## config.mk

```make
export PLATFORM = sky130hd
export DESIGN_NAME = msg_loc_queue
export DESIGN_NICKNAME = d
export VERILOG_FILES = /design/src/rtl/msg_loc_queue.sv
export SDC_FILE = /design/constraint.sdc
export NUM_CORES = 1
export LEC_CHECK = 0
export CORE_MARGIN = 2
export CORE_UTILIZATION = 50
export DETAILED_ROUTE_END_ITERATION = 10
export MAX_ROUTING_LAYER = met4
export PLACE_DENSITY_LB_ADDON = 0.2
export SLEW_MARGIN = 10
export SYNTH_ARGS = -nofsm -noshare
export SYNTH_HDL_FRONTEND = slang
export SYNTH_SLANG_ARGS = --single-unit
```

## constraint.sdc

```tcl
create_clock -name clk -period 3 [get_ports clk]
set_input_delay 0.45 -clock clk [delete_from_list [all_inputs] [get_ports clk]]
set_output_delay 0.45 -clock clk [all_outputs]
set_load 0.03 [all_outputs]
```

## src/rtl/msg_loc_queue.sv

```systemverilog
// Pairs message start/end events into (start, end, length) descriptors and
// queues them in a first-word fall-through circular FIFO for the field extractor.
module msg_loc_queue #(
    parameter int ADDR_WIDTH = 5,
    parameter int DEPTH      = 8,
    parameter int CNT_WIDTH  = $clog2(DEPTH) + 1
) (
    input  logic                  clk,
    input  logic                  rst,
    input  logic                  start_message_i,
    input  logic [ADDR_WIDTH-1:0] start_addr_i,
    input  logic                  end_message_i,
    input  logic [ADDR_WIDTH-1:0] end_addr_i,
    output logic                  rd_valid_o,
    input  logic                  rd_ready_i,
    output logic [ADDR_WIDTH-1:0] rd_start_o,
    output logic [ADDR_WIDTH-1:0] rd_end_o,
    output logic [ADDR_WIDTH:0]   rd_len_o,
    output logic [CNT_WIDTH-1:0]  count_o,
    output logic                  full_o,
    output logic                  empty_o,
    output logic                  open_o,
    output logic                  drop_o,
    output logic                  abort_o,
    output logic                  orphan_o
);

    localparam int PTR_W = $clog2(DEPTH);
    localparam logic [CNT_WIDTH-1:0] FULL_CNT = CNT_WIDTH'(DEPTH);

    typedef enum logic {IDLE = 1'b0, OPEN = 1'b1} state_t;

    state_t                state, next_state;
    logic [ADDR_WIDTH-1:0] start_q, next_start;

    logic                  commit;
    logic [ADDR_WIDTH-1:0] commit_start;
    logic [ADDR_WIDTH-1:0] commit_diff;
    logic [ADDR_WIDTH:0]   commit_len;
    logic                  abort_next, orphan_next, drop_next;
    logic                  pop, push;

    logic [ADDR_WIDTH-1:0] mem_start [DEPTH];
    logic [ADDR_WIDTH-1:0] mem_end   [DEPTH];
    logic [ADDR_WIDTH:0]   mem_len   [DEPTH];
    logic [PTR_W-1:0]      wr_ptr, rd_ptr;
    logic [CNT_WIDTH-1:0]  count_q;

    // Event pairing: a simultaneous start+end always closes the current
    // message (or a zero-gap one when idle) before any new start is latched.
    always_comb begin
        next_state   = state;
        next_start   = start_q;
        commit       = 1'b0;
        commit_start = start_q;
        abort_next   = 1'b0;
        orphan_next  = 1'b0;
        case (state)
            IDLE: begin
                if (start_message_i && end_message_i) begin
                    commit       = 1'b1;
                    commit_start = start_addr_i;
                end else if (start_message_i) begin
                    next_start = start_addr_i;
                    next_state = OPEN;
                end else if (end_message_i) begin
                    orphan_next = 1'b1;
                end
            end
            OPEN: begin
                if (start_message_i && end_message_i) begin
                    commit     = 1'b1;
                    next_start = start_addr_i;
                end else if (end_message_i) begin
                    commit     = 1'b1;
                    next_state = IDLE;
                end else if (start_message_i) begin
                    abort_next = 1'b1;
                    next_start = start_addr_i;
                end
            end
            default: next_state = IDLE;
        endcase
    end

    // Modular subtraction handles messages that wrap around the byte ring.
    assign commit_diff = end_addr_i - commit_start;
    assign commit_len  = {1'b0, commit_diff} + (ADDR_WIDTH + 1)'(1);

    assign pop       = rd_valid_o && rd_ready_i;
    assign push      = commit && (!full_o || pop);
    assign drop_next = commit && !push;

    always_ff @(posedge clk) begin
        if (rst) begin
            state    <= IDLE;
            start_q  <= '0;
            wr_ptr   <= '0;
            rd_ptr   <= '0;
            count_q  <= '0;
            drop_o   <= 1'b0;
            abort_o  <= 1'b0;
            orphan_o <= 1'b0;
        end else begin
            state    <= next_state;
            start_q  <= next_start;
            drop_o   <= drop_next;
            abort_o  <= abort_next;
            orphan_o <= orphan_next;
            if (push) wr_ptr <= wr_ptr + PTR_W'(1);
            if (pop)  rd_ptr <= rd_ptr + PTR_W'(1);
            if (push && !pop)      count_q <= count_q + CNT_WIDTH'(1);
            else if (pop && !push) count_q <= count_q - CNT_WIDTH'(1);
        end
    end

    // Storage needs no reset: the pointers and count define what is valid.
    always_ff @(posedge clk) begin
        if (push) begin
            mem_start[wr_ptr] <= commit_start;
            mem_end[wr_ptr]   <= end_addr_i;
            mem_len[wr_ptr]   <= commit_len;
        end
    end

    assign count_o    = count_q;
    assign full_o     = (count_q == FULL_CNT);
    assign empty_o    = (count_q == '0);
    assign rd_valid_o = !empty_o;
    assign open_o     = (state == OPEN);
    assign rd_start_o = mem_start[rd_ptr];
    assign rd_end_o   = mem_end[rd_ptr];
    assign rd_len_o   = mem_len[rd_ptr];

endmodule
```

==> impl_metrics.csv, run 1 <==
group,metric,value,unit
routing,vias,3242,
routing,routedWlPerCell,19.9,um
routing,drc,0,
clocking,cts_root_buffer,"clkbuf_16",
synth,ys_types,42,
cells_and_area,syn_to_final_growth,25.9,%
placed_design,gp_congestion,0.815,
synth,synth.area.top_cells,"edfxtp_1 (63%), mux4_2 (12%), dfxtp_1 (7.2%), mux2_2 (3.7%), ha_1 (1.8%)",
timing,worstMarginPinSlew,731,ps
clocking,cts_buffer_depth,2,
synth,synth_most_common_cell,"edfxtp_1",
clocking,cts.clk_slew.worst_paths,60,ps
synth,netlist_instances,344,
clocking,postCtsHoldBufs,0,
critical_path,required,3200,ps
synth,yosys.area.top_type,"edfxtp_1",
placed_design,io_buffers,41,
power,powerDensity,815,mW/mm^2
timing,timing.final.crit_period,2930,ps
timing,finalClockSkew,14.4,ps
cells_and_area,drive_gt1_share,32.7,%
synth,synth-edff-count,128,
synth,synthesis.area,0.00612,mm^2
critical_path,critPathLaunchType,"input port",
synth,avgSynthCellArea,17.8,um^2
cells_and_area,finalNonFillerCells,588,
global_route,first_global_vias,3333,
global_route,grtUsageTotal,19.9,%
placed_design,dp_cells,555,
floorplan,dieArea,0.0131,mm^2
cells_and_area,fill_cells,839,
timing,fmax,342,MHz
power,cellLeakagePower,0.00268,uW
outcome,status,"finished clean",
synth,synth-seq-area-share,70.0,%
routing,vias_per_cell,5.51,
floorplan,die_width,115,um
critical_path,arrival,3130,ps
cells_and_area,final_nets,454,
global_route,grt_first_pass_wirelength,18.0,mm
synth,synth_top_area_share,62.8,%
routing,drt_wl_total,11.7,mm
clocking,cts.htree.levels,4,
floorplan,die_y,115,um
routing,drt_iter0_markers,228,
floorplan,num_rows,40,
cells_and_area,diodes,0,
floorplan,core_area,0.0120,mm^2
critical_path,cp-end-kind,"flip-flop",
global_route,grt_max_degree,33,
timing,timing.setup.tns,0,ps
timing,max-slew-margin-rel,51.1,%
floorplan,start_util,51.1,%
cells_and_area,final_core_util,64.4,%
synth,syn-num-nets,370,
synth,async_reset_ff_share,0,%
power,vdd_drop_max,0.530,mV
timing,slew_viol_final,0,
synth,ys.flop_type,"edfxtp_1",
synth,synth_warnings,0,
timing,min_period_over_period,97.5,%
placed_design,place_hpwl,7.38,mm
worst_hold_path,holdCritPathClass,"reg -> reg",
synth,ys_top_cells_by_count,"edfxtp_1 (128), mux4_2 (32), dfxtp_1 (22)",
timing,hold_viol,0,
timing,setup_viol,0,
critical_path,worstSetupPathType,"in -> reg",
floorplan,io_pins,42,
clocking,cts.sinks,150,
clocking,cts_tree,"built",
global_route,antenna_found_initial,0,
clocking,clk_latency,410,ps
critical_path,cp_max_fo,8,
routing,dr.pass1.iters,4,
timing,holdWs,467,ps
routing,ant_nets,0,
global_route,overflow,0,
critical_path,r2r_slack,220,ps
clocking,cts-buffers-inserted,17,
synth,synth-seq-cells,150,
flow_run,cap_viol_max_count,0,
## worst max-delay path, stage by stage
cell,delay [ps]
clkdlybuf4s50_1,470
and3b_1,200
buf_4,180
mux2_2,380
fa_2,380
buf_4,160
xnor2_2,140
xnor2_2,170
nor3_2,250
nor3b_4,340
## placed cells by master (no fill, tap or decap), drive strengths merged, types with 7 or more instances in the layout
cell           count
mux2              20
nor3               7
nor2              13
inv               20
nand2             15
dfxtp             22
ha                 9
clkbuf            22
clkdlybuf4s50     39
xnor2             10
a21oi             12
nand3              7
mux4              32
buf               38
edfxtp           128
## registers in the layout (all words and copies together) (netlist names), named ones only
register / count
rd_ptr: 3
count_o: 4
abort_o: 1
wr_ptr: 3
drop_o: 1
start_q: 1
mem_len: 48
orphan_o: 1
open_o: 1
mem_end: 40
mem_start: 40
## layer usage
metal  wire length, um  vias to the layer above  global-route usage (%)
met5                 0                        -                       -
li1                  -                     1524                       -
met2              5710                      103                    30.5
met3               789                        8                    4.39
met1              5080                     1607                    26.4
met4               136                        0                    7.56
## area by class of cell
| class | instances | area (um^2) | share of cell area (%) |
|---|---|---|---|
| multi-input cells | 165 | 1840 | 23.9 |
| clock buffers | 22 | 517 | 6.71 |
| flip-flops and latches | 150 | 4290 | 55.7 |
| repair buffers | 79 | 738 | 9.59 |
| clock inverters | 10 | 80.1 | 1.04 |
| well taps | 147 | 184 | 2.39 |
| inverters | 15 | 56.3 | 0.731 |
## timing repair
action,in CTS,in global routing
buffers inserted,0,1
pin swaps,2,2
gates resized for setup,1,16
endpoints found under the hold margin,0,0
endpoints found under the setup margin,24,34
## power breakdown
group / internal, uW / switching, uW / leakage [uW] / total [uW]
logic: 855 / 885 / 0.00104 / 1740
registers: 2410 / 71.6 / 0.00135 / 2480
clock network: 1240 / 817 / 0.000295 / 2050
## cell families after synthesis
kind of cell             count (synthesis)  synth area share, %
buffers and inverters                   29                 1.98
multiplexers                            54                 15.9
adder cells (fa/ha/maj)                 11                 2.50
AND/OR/NAND/NOR                         61                 5.16
flip-flops                             150                 70.0
AO/OA/AOI/OAI                           25                 2.45
XOR/XNOR                                14                 2.00
## worst paths after layout
path | cells after the start | endpoint | start
setup / recovery | 10 | mem_len[4][5]$_DFFE_PP_ | end_message_i
hold / removal | 2 | flip-flop | flip-flop
setup reg to reg | 9 | mem_len[4][5]$_DFFE_PP_ | open_o$_SDFF_PP0_
hold reg to reg | 2 | flip-flop | flip-flop
## per-stage QoR
step                power, uW  setup WS [ps]  instance area (um^2)
floorplan                3670          -86.3                  6130
global placement         4210           -410                  7000
detailed placement       4230           -536                  7000
CTS                      6300          -50.3                  7600
global route             6560          -31.0                  7700
finish                   6280           73.6                  7700
Note: power is estimated with default switching activity, not from simulation.
==> run 2: changes to the inputs <==
- PLACE_DENSITY: default -> 0.69
- PLACE_DENSITY_LB_ADDON: 0.2 -> default
==> impl_metrics.csv, run 2 (synthesized netlist as in run 1, its figures left out) <==
group,metric,value,unit
power,power,6470,uW
timing,timing.setup.tns,0,ps
cells_and_area,finalInstanceArea,0.00771,mm^2
placed_design,gp_congestion,0.815,
clocking,cts_root_buffer,"clkbuf_16",
timing,fmax,341,MHz
cells_and_area,drive_gt1_share,31.0,%
timing,slew_viol_final,0,
timing,fin_ws,70.2,ps
timing,min_period_over_period,97.7,%
routing,routedWlPerCell,20.2,um
clocking,cts-buffers-inserted,17,
routing,drt_iter0_markers,247,
floorplan,core_area,0.0120,mm^2
cells_and_area,reg_top3,"mem_len (48), mem_end (40), mem_start (40)",
critical_path,slowest_delay,480,ps
routing,drc,0,
cells_and_area,final_nets,452,
placed_design,place_area,0.00695,mm^2
cells_and_area,final_common_cell,"edfxtp_1",
timing,timing.final.crit_period,2930,ps
placed_design,dp_cells,552,
clocking,clk_latency,420,ps
power,powerDensity,839,mW/mm^2
routing,vias_per_cell,5.55,
timing,hold_viol,0,
power,vdd_drop_max,0.558,mV
global_route,antenna_found_initial,0,
routing,dr.pass1.iters,4,
clocking,cts_buffer_depth,2,
critical_path,crit_buf_inv,2,
floorplan,die_width,115,um
critical_path,cp-end-kind,"flip-flop",
global_route,grtUsageTotal,20.2,%
placed_design,place_hpwl,7.18,mm
clocking,cts.htree.levels,4,
placed_design,post-place-ws,-545,ps
cells_and_area,largest_register_ffs,48,
clocking,cts.clk_slew.worst_paths,60,ps
critical_path,arrival,3140,ps
outcome,status,"finished clean",
flow_run,cap_viol_max_count,0,
cells_and_area,top_register,"mem_len",
clocking,cts.sinks,150,
floorplan,die_y,115,um
critical_path,cp_max_fo,8,
routing,ant_nets,0,
critical_path,crit_top_cell,"xnor2_2",
global_route,first_global_vias,3318,
floorplan,dieArea,0.0131,mm^2
global_route,grt_max_degree,33,
timing,setup_viol,0,
routing,drt_wl_total,11.8,mm
global_route,overflow,0,
cells_and_area,final_cell_mix,"edfxtp_1 (128), clkdlybuf4s50_1 (40), buf_4 (33), mux4_2 (32)",
critical_path,path_delay_family,"simple AND/OR/NAND/NOR gates",
critical_path,critPathLaunchType,"input port",
critical_path,worstSetupPathType,"in -> reg",
cells_and_area,diodes,0,
critical_path,path_cells,"clkdlybuf4s50_1 > and3b_2 > mux2_2 > ha_1 > fa_2 > buf_4 > xnor2_2 > xnor2_2 > nor3_2 > nor3b_4",
timing,max-slew-margin-rel,52.8,%
critical_path,required,3210,ps
floorplan,num_rows,40,
worst_hold_path,holdCritPathClass,"reg -> reg",
clocking,cts_tree,"built",
floorplan,io_pins,42,
power,cellLeakagePower,0.00266,uW
cells_and_area,finalNonFillerCells,586,
timing,worstMarginPinSlew,706,ps
cells_and_area,syn_to_final_growth,26.0,%
timing,finalClockSkew,5.96,ps
floorplan,start_util,51.1,%
global_route,grt_first_pass_wirelength,18.2,mm
placed_design,io_buffers,41,
critical_path,crit_slowest_cell,"clkdlybuf4s50_1",
routing,vias,3252,
-- run 2: changes by cell type in the layout (fill, tap and decap cells not counted), sizes merged --
cell | previous run | this run
dlymetal6s2s | 2 | 1
bufinv | 0 | 5
clkdlybuf4s50 | 39 | 40
buf | 38 | 35
inv | 20 | 15
clkbuf | 22 | 20
clkinv | 4 | 7
-- run 2: final timing paths --
| check | slack, ps | start | depth (start not counted) | to |
|---|---|---|---|---|
| worst min register to register | 450 | flip-flop | 2 | flip-flop |
| worst max-delay path | 70 | start_message_i | 10 | mem_len[1][5]$_DFFE_PP_ |
| worst min-delay path | 450 | flip-flop | 2 | flip-flop |
| worst max register to register | 230 | open_o$_SDFF_PP0_ | 9 | mem_len[1][5]$_DFFE_PP_ |
-- run 2: worst register-to-register path: stages (launching register included) --
cell and delay (ps):
dfxtp_2 320, and3b_2 270, mux2_2 360, ha_1 210
fa_2 360, buf_4 160, xnor2_2 140, xnor2_2 180
nor3_2 230, nor3b_4 350
-- run 2: timing repair --
| item | in CTS | in global routing |
|---|---|---|
| pin swaps | 1 | 5 |
| cloned | 0 | 1 |
| endpoints found under the setup margin | 24 | 31 |
| resized for setup | 6 | 13 |
| setup buffers | 0 | 1 |
| hold buffers | 0 | 0 |
-- run 2: layout make-up --
class	instances	area (um^2)
clock buffers	19	433
well taps	147	184
inverters	15	56.3
fillers	854	4260
repair buffers	77	717
multi-input cells	165	1840
flip-flops and latches	150	4290
clock inverters	13	185
-- run 2: per-layer routing --
| layer | track usage, % | up-vias | routed length, um |
|---|---|---|---|
| li1 | - | 1519 | - |
| met1 | 25.5 | 1641 | 5080 |
| met2 | 31.0 | 77 | 6010 |
| met3 | 4.71 | 15 | 486 |
| met4 | 9.92 | 0 | 250 |
| met5 | - | - | 0 |
-- run 2: power by group --
part	internal [uW]	switching (uW)
Clock	1450	766
Combinational	869	887
Sequential	2410	77.1
Total	4740	1730
-- run 2: per-stage QoR --
stage	util (%)	hold slack, ps
floorplan	-	434
global placement	58.1	443
detailed placement	58.1	444
CTS	63.6	452
global route	64.4	473
finish	64.4	453
==> run 3: changes to the inputs <==
- CORE_UTILIZATION: 50 -> 53
- GPL_TIMING_DRIVEN: default -> 0
- PLACE_DENSITY: 0.69 -> 0.73
- REMOVE_ABC_BUFFERS: default -> 1
==> impl_metrics.csv, run 3 (synthesized netlist as in run 1, its figures left out) <==
group,metric,value,unit
cells_and_area,drive_gt1_share,31.1,%
critical_path,arrival,3140,ps
worst_hold_path,holdCritPathClass,"reg -> reg",
critical_path,cp-end-kind,"flip-flop",
cells_and_area,final_nets,439,
floorplan,num_rows,39,
clocking,cts_buffer_depth,2,
floorplan,start_util,54.0,%
critical_path,required,3160,ps
global_route,grt_first_pass_wirelength,19.0,mm
cells_and_area,final_cell_mix,"edfxtp_1 (128), mux4_2 (32), clkdlybuf4s50_1 (32), dfxtp_1 (19)",
floorplan,die_width,111,um
critical_path,critPathLaunch,"open_o$_SDFF_PP0_",
timing,hold_viol,0,
global_route,overflow,0,
clocking,cts.htree.levels,4,
placed_design,io_buffers,41,
routing,ant_nets,0,
placed_design,dp_cells,530,
cells_and_area,syn_to_final_growth,26.1,%
clocking,postCtsHoldBufs,0,
timing,min_period_over_period,99.3,%
critical_path,r2r_slack,20,ps
timing,worstMarginPinSlew,970,ps
flow_run,cap_viol_max_count,0,
worst_hold_path,worstHoldStart,"start_q[4]$_SDFFE_PP0P_",
power,powerDensity,845,mW/mm^2
floorplan,core_area,0.0113,mm^2
placed_design,place_area,0.00687,mm^2
cells_and_area,largest_register_ffs,48,
cells_and_area,finalInstanceArea,0.00771,mm^2
cells_and_area,finalNonFillerCells,568,
clocking,cts-buffers-inserted,17,
routing,vias,3289,
critical_path,reg2reg_depth,10,
clocking,cts_tree,"built",
critical_path,cp-endpoint,"mem_len[5][5]$_DFFE_PP_",
floorplan,io_pins,42,
routing,drt_wl_total,12.3,mm
critical_path,cp_max_fo,9,
global_route,antenna_found_initial,0,
critical_path,worstSetupPathType,"reg -> reg",
clocking,cts.clk_slew.worst_paths,60,ps
power,cellLeakagePower,0.00262,uW
outcome,status,"finished clean",
routing,drt_iter0_markers,210,
cells_and_area,final_common_cell,"edfxtp_1",
timing,finalClockSkew,5.55,ps
global_route,first_global_vias,3483,
timing,fmax,336,MHz
power,power,6520,uW
power,vdd_drop_max,0.809,mV
timing,slew_viol_final,0,
global_route,grt_max_degree,22,
placed_design,gp_congestion,0.830,
clocking,cts.sinks,150,
routing,routedWlPerCell,21.6,um
timing,timing.final.crit_period,2980,ps
cells_and_area,diodes,0,
routing,drc,0,
global_route,grtUsageTotal,21.4,%
critical_path,reg2reg_from,"open_o$_SDFF_PP0_",
routing,dr.pass1.iters,5,
placed_design,place_hpwl,7.70,mm
floorplan,die_y,111,um
routing,vias_per_cell,5.79,
timing,setup_viol,0,
floorplan,dieArea,0.0124,mm^2
cells_and_area,seqCellArea,0.00429,mm^2
cells_and_area,top_register,"mem_len",
clocking,cts_root_buffer,"clkbuf_16",
cells_and_area,multiInputGateArea,0.00189,mm^2
timing,max-slew-margin-rel,35.2,%
cells_and_area,fill_cells,729,
cells_and_area,reg_top3,"mem_len (48), mem_end (40), mem_start (40)",
critical_path,r2r_end,"mem_len[5][5]$_DFFE_PP_",
clocking,clk_latency,410,ps
critical_path,critPathLaunchType,"flip-flop",
-- run 3: cell count changes in the layout (fill, tap and decap cells not counted), sizes merged --
| cell | before | now |
|---|---|---|
| clkinv | 7 | 4 |
| clkinvlp | 1 | 2 |
| clkbuf | 20 | 18 |
| clkdlybuf4s15 | 0 | 1 |
| clkdlybuf4s50 | 40 | 32 |
| inv | 15 | 17 |
| dlymetal6s2s | 1 | 0 |
| dlygate4sd2 | 0 | 8 |
| buf | 35 | 23 |
-- run 3: what timing repair did --
action | in CTS | in global routing
gates cloned | 0 | 0
resized for setup | 21 | 18
pin swaps | 1 | 5
buffers inserted | 3 | 4
endpoints found under the setup margin | 52 | 33
-- run 3: metal layers --
| layer | GRT usage (%) | share of wire (%) | vias to the layer above |
|---|---|---|---|
| met5 | - | 0 | - |
| met4 | 6.34 | 1.4 | 0 |
| met3 | 5.55 | 3.9 | 21 |
| met2 | 36.6 | 54 | 99 |
| met1 | 25.3 | 40 | 1682 |
| li1 | - | - | 1487 |
-- run 3: cell type report --
class | count | area share, %
sequential | 150 | 55.6
multi-input combinational | 165 | 24.5
timing repair buffer | 64 | 8.61
clock buffer | 18 | 5.56
clock inverter | 13 | 2.64
tap | 143 | 2.32
inverter | 15 | 0.730
-- run 3: metrics by stage --
step / util [%] / hold slack, ps / setup WS [ps] / TNS, ps
floorplan: - / 428 / -580 / -5880
global placement: 58.7 / 440 / -2050 / -209220
detailed placement: 60.7 / 459 / -1610 / -49170
CTS: 67.0 / 467 / 10.6 / 0
global route: 68.1 / 483 / -68.6 / -514
finish: 68.1 / 467 / 21.0 / 0
-- run 3: worst min path at each step --
stage	endpoint	cells past startpoint	slack (ps)
after floorplan	flip-flop	2	430
after global placement	flip-flop	2	440
after detailed placement	flip-flop	2	460
after CTS	flip-flop	2	470
after global routing	start_q[4]$_SDFFE_PP0P_	2	480
final	start_q[4]$_SDFFE_PP0P_	2	470
-- run 3: worst max-delay path: stages, from the launching register on --
cell      delay [ps]
dfxtp_4          360
and3b_2          260
mux2_4           360
ha_4             200
fa_2             390
nand2b_4         160
a221oi_2         280
nor3_2           110
xnor2_2          350
nor3b_4           80
buf_4            170
-- run 3: where the power goes --
part | total, uW | internal [uW] | switching [uW]
clock network | 2260 | 1470 | 788
logic | 1740 | 846 | 898
registers | 2520 | 2410 | 102
total | 6520 | 4730 | 1790
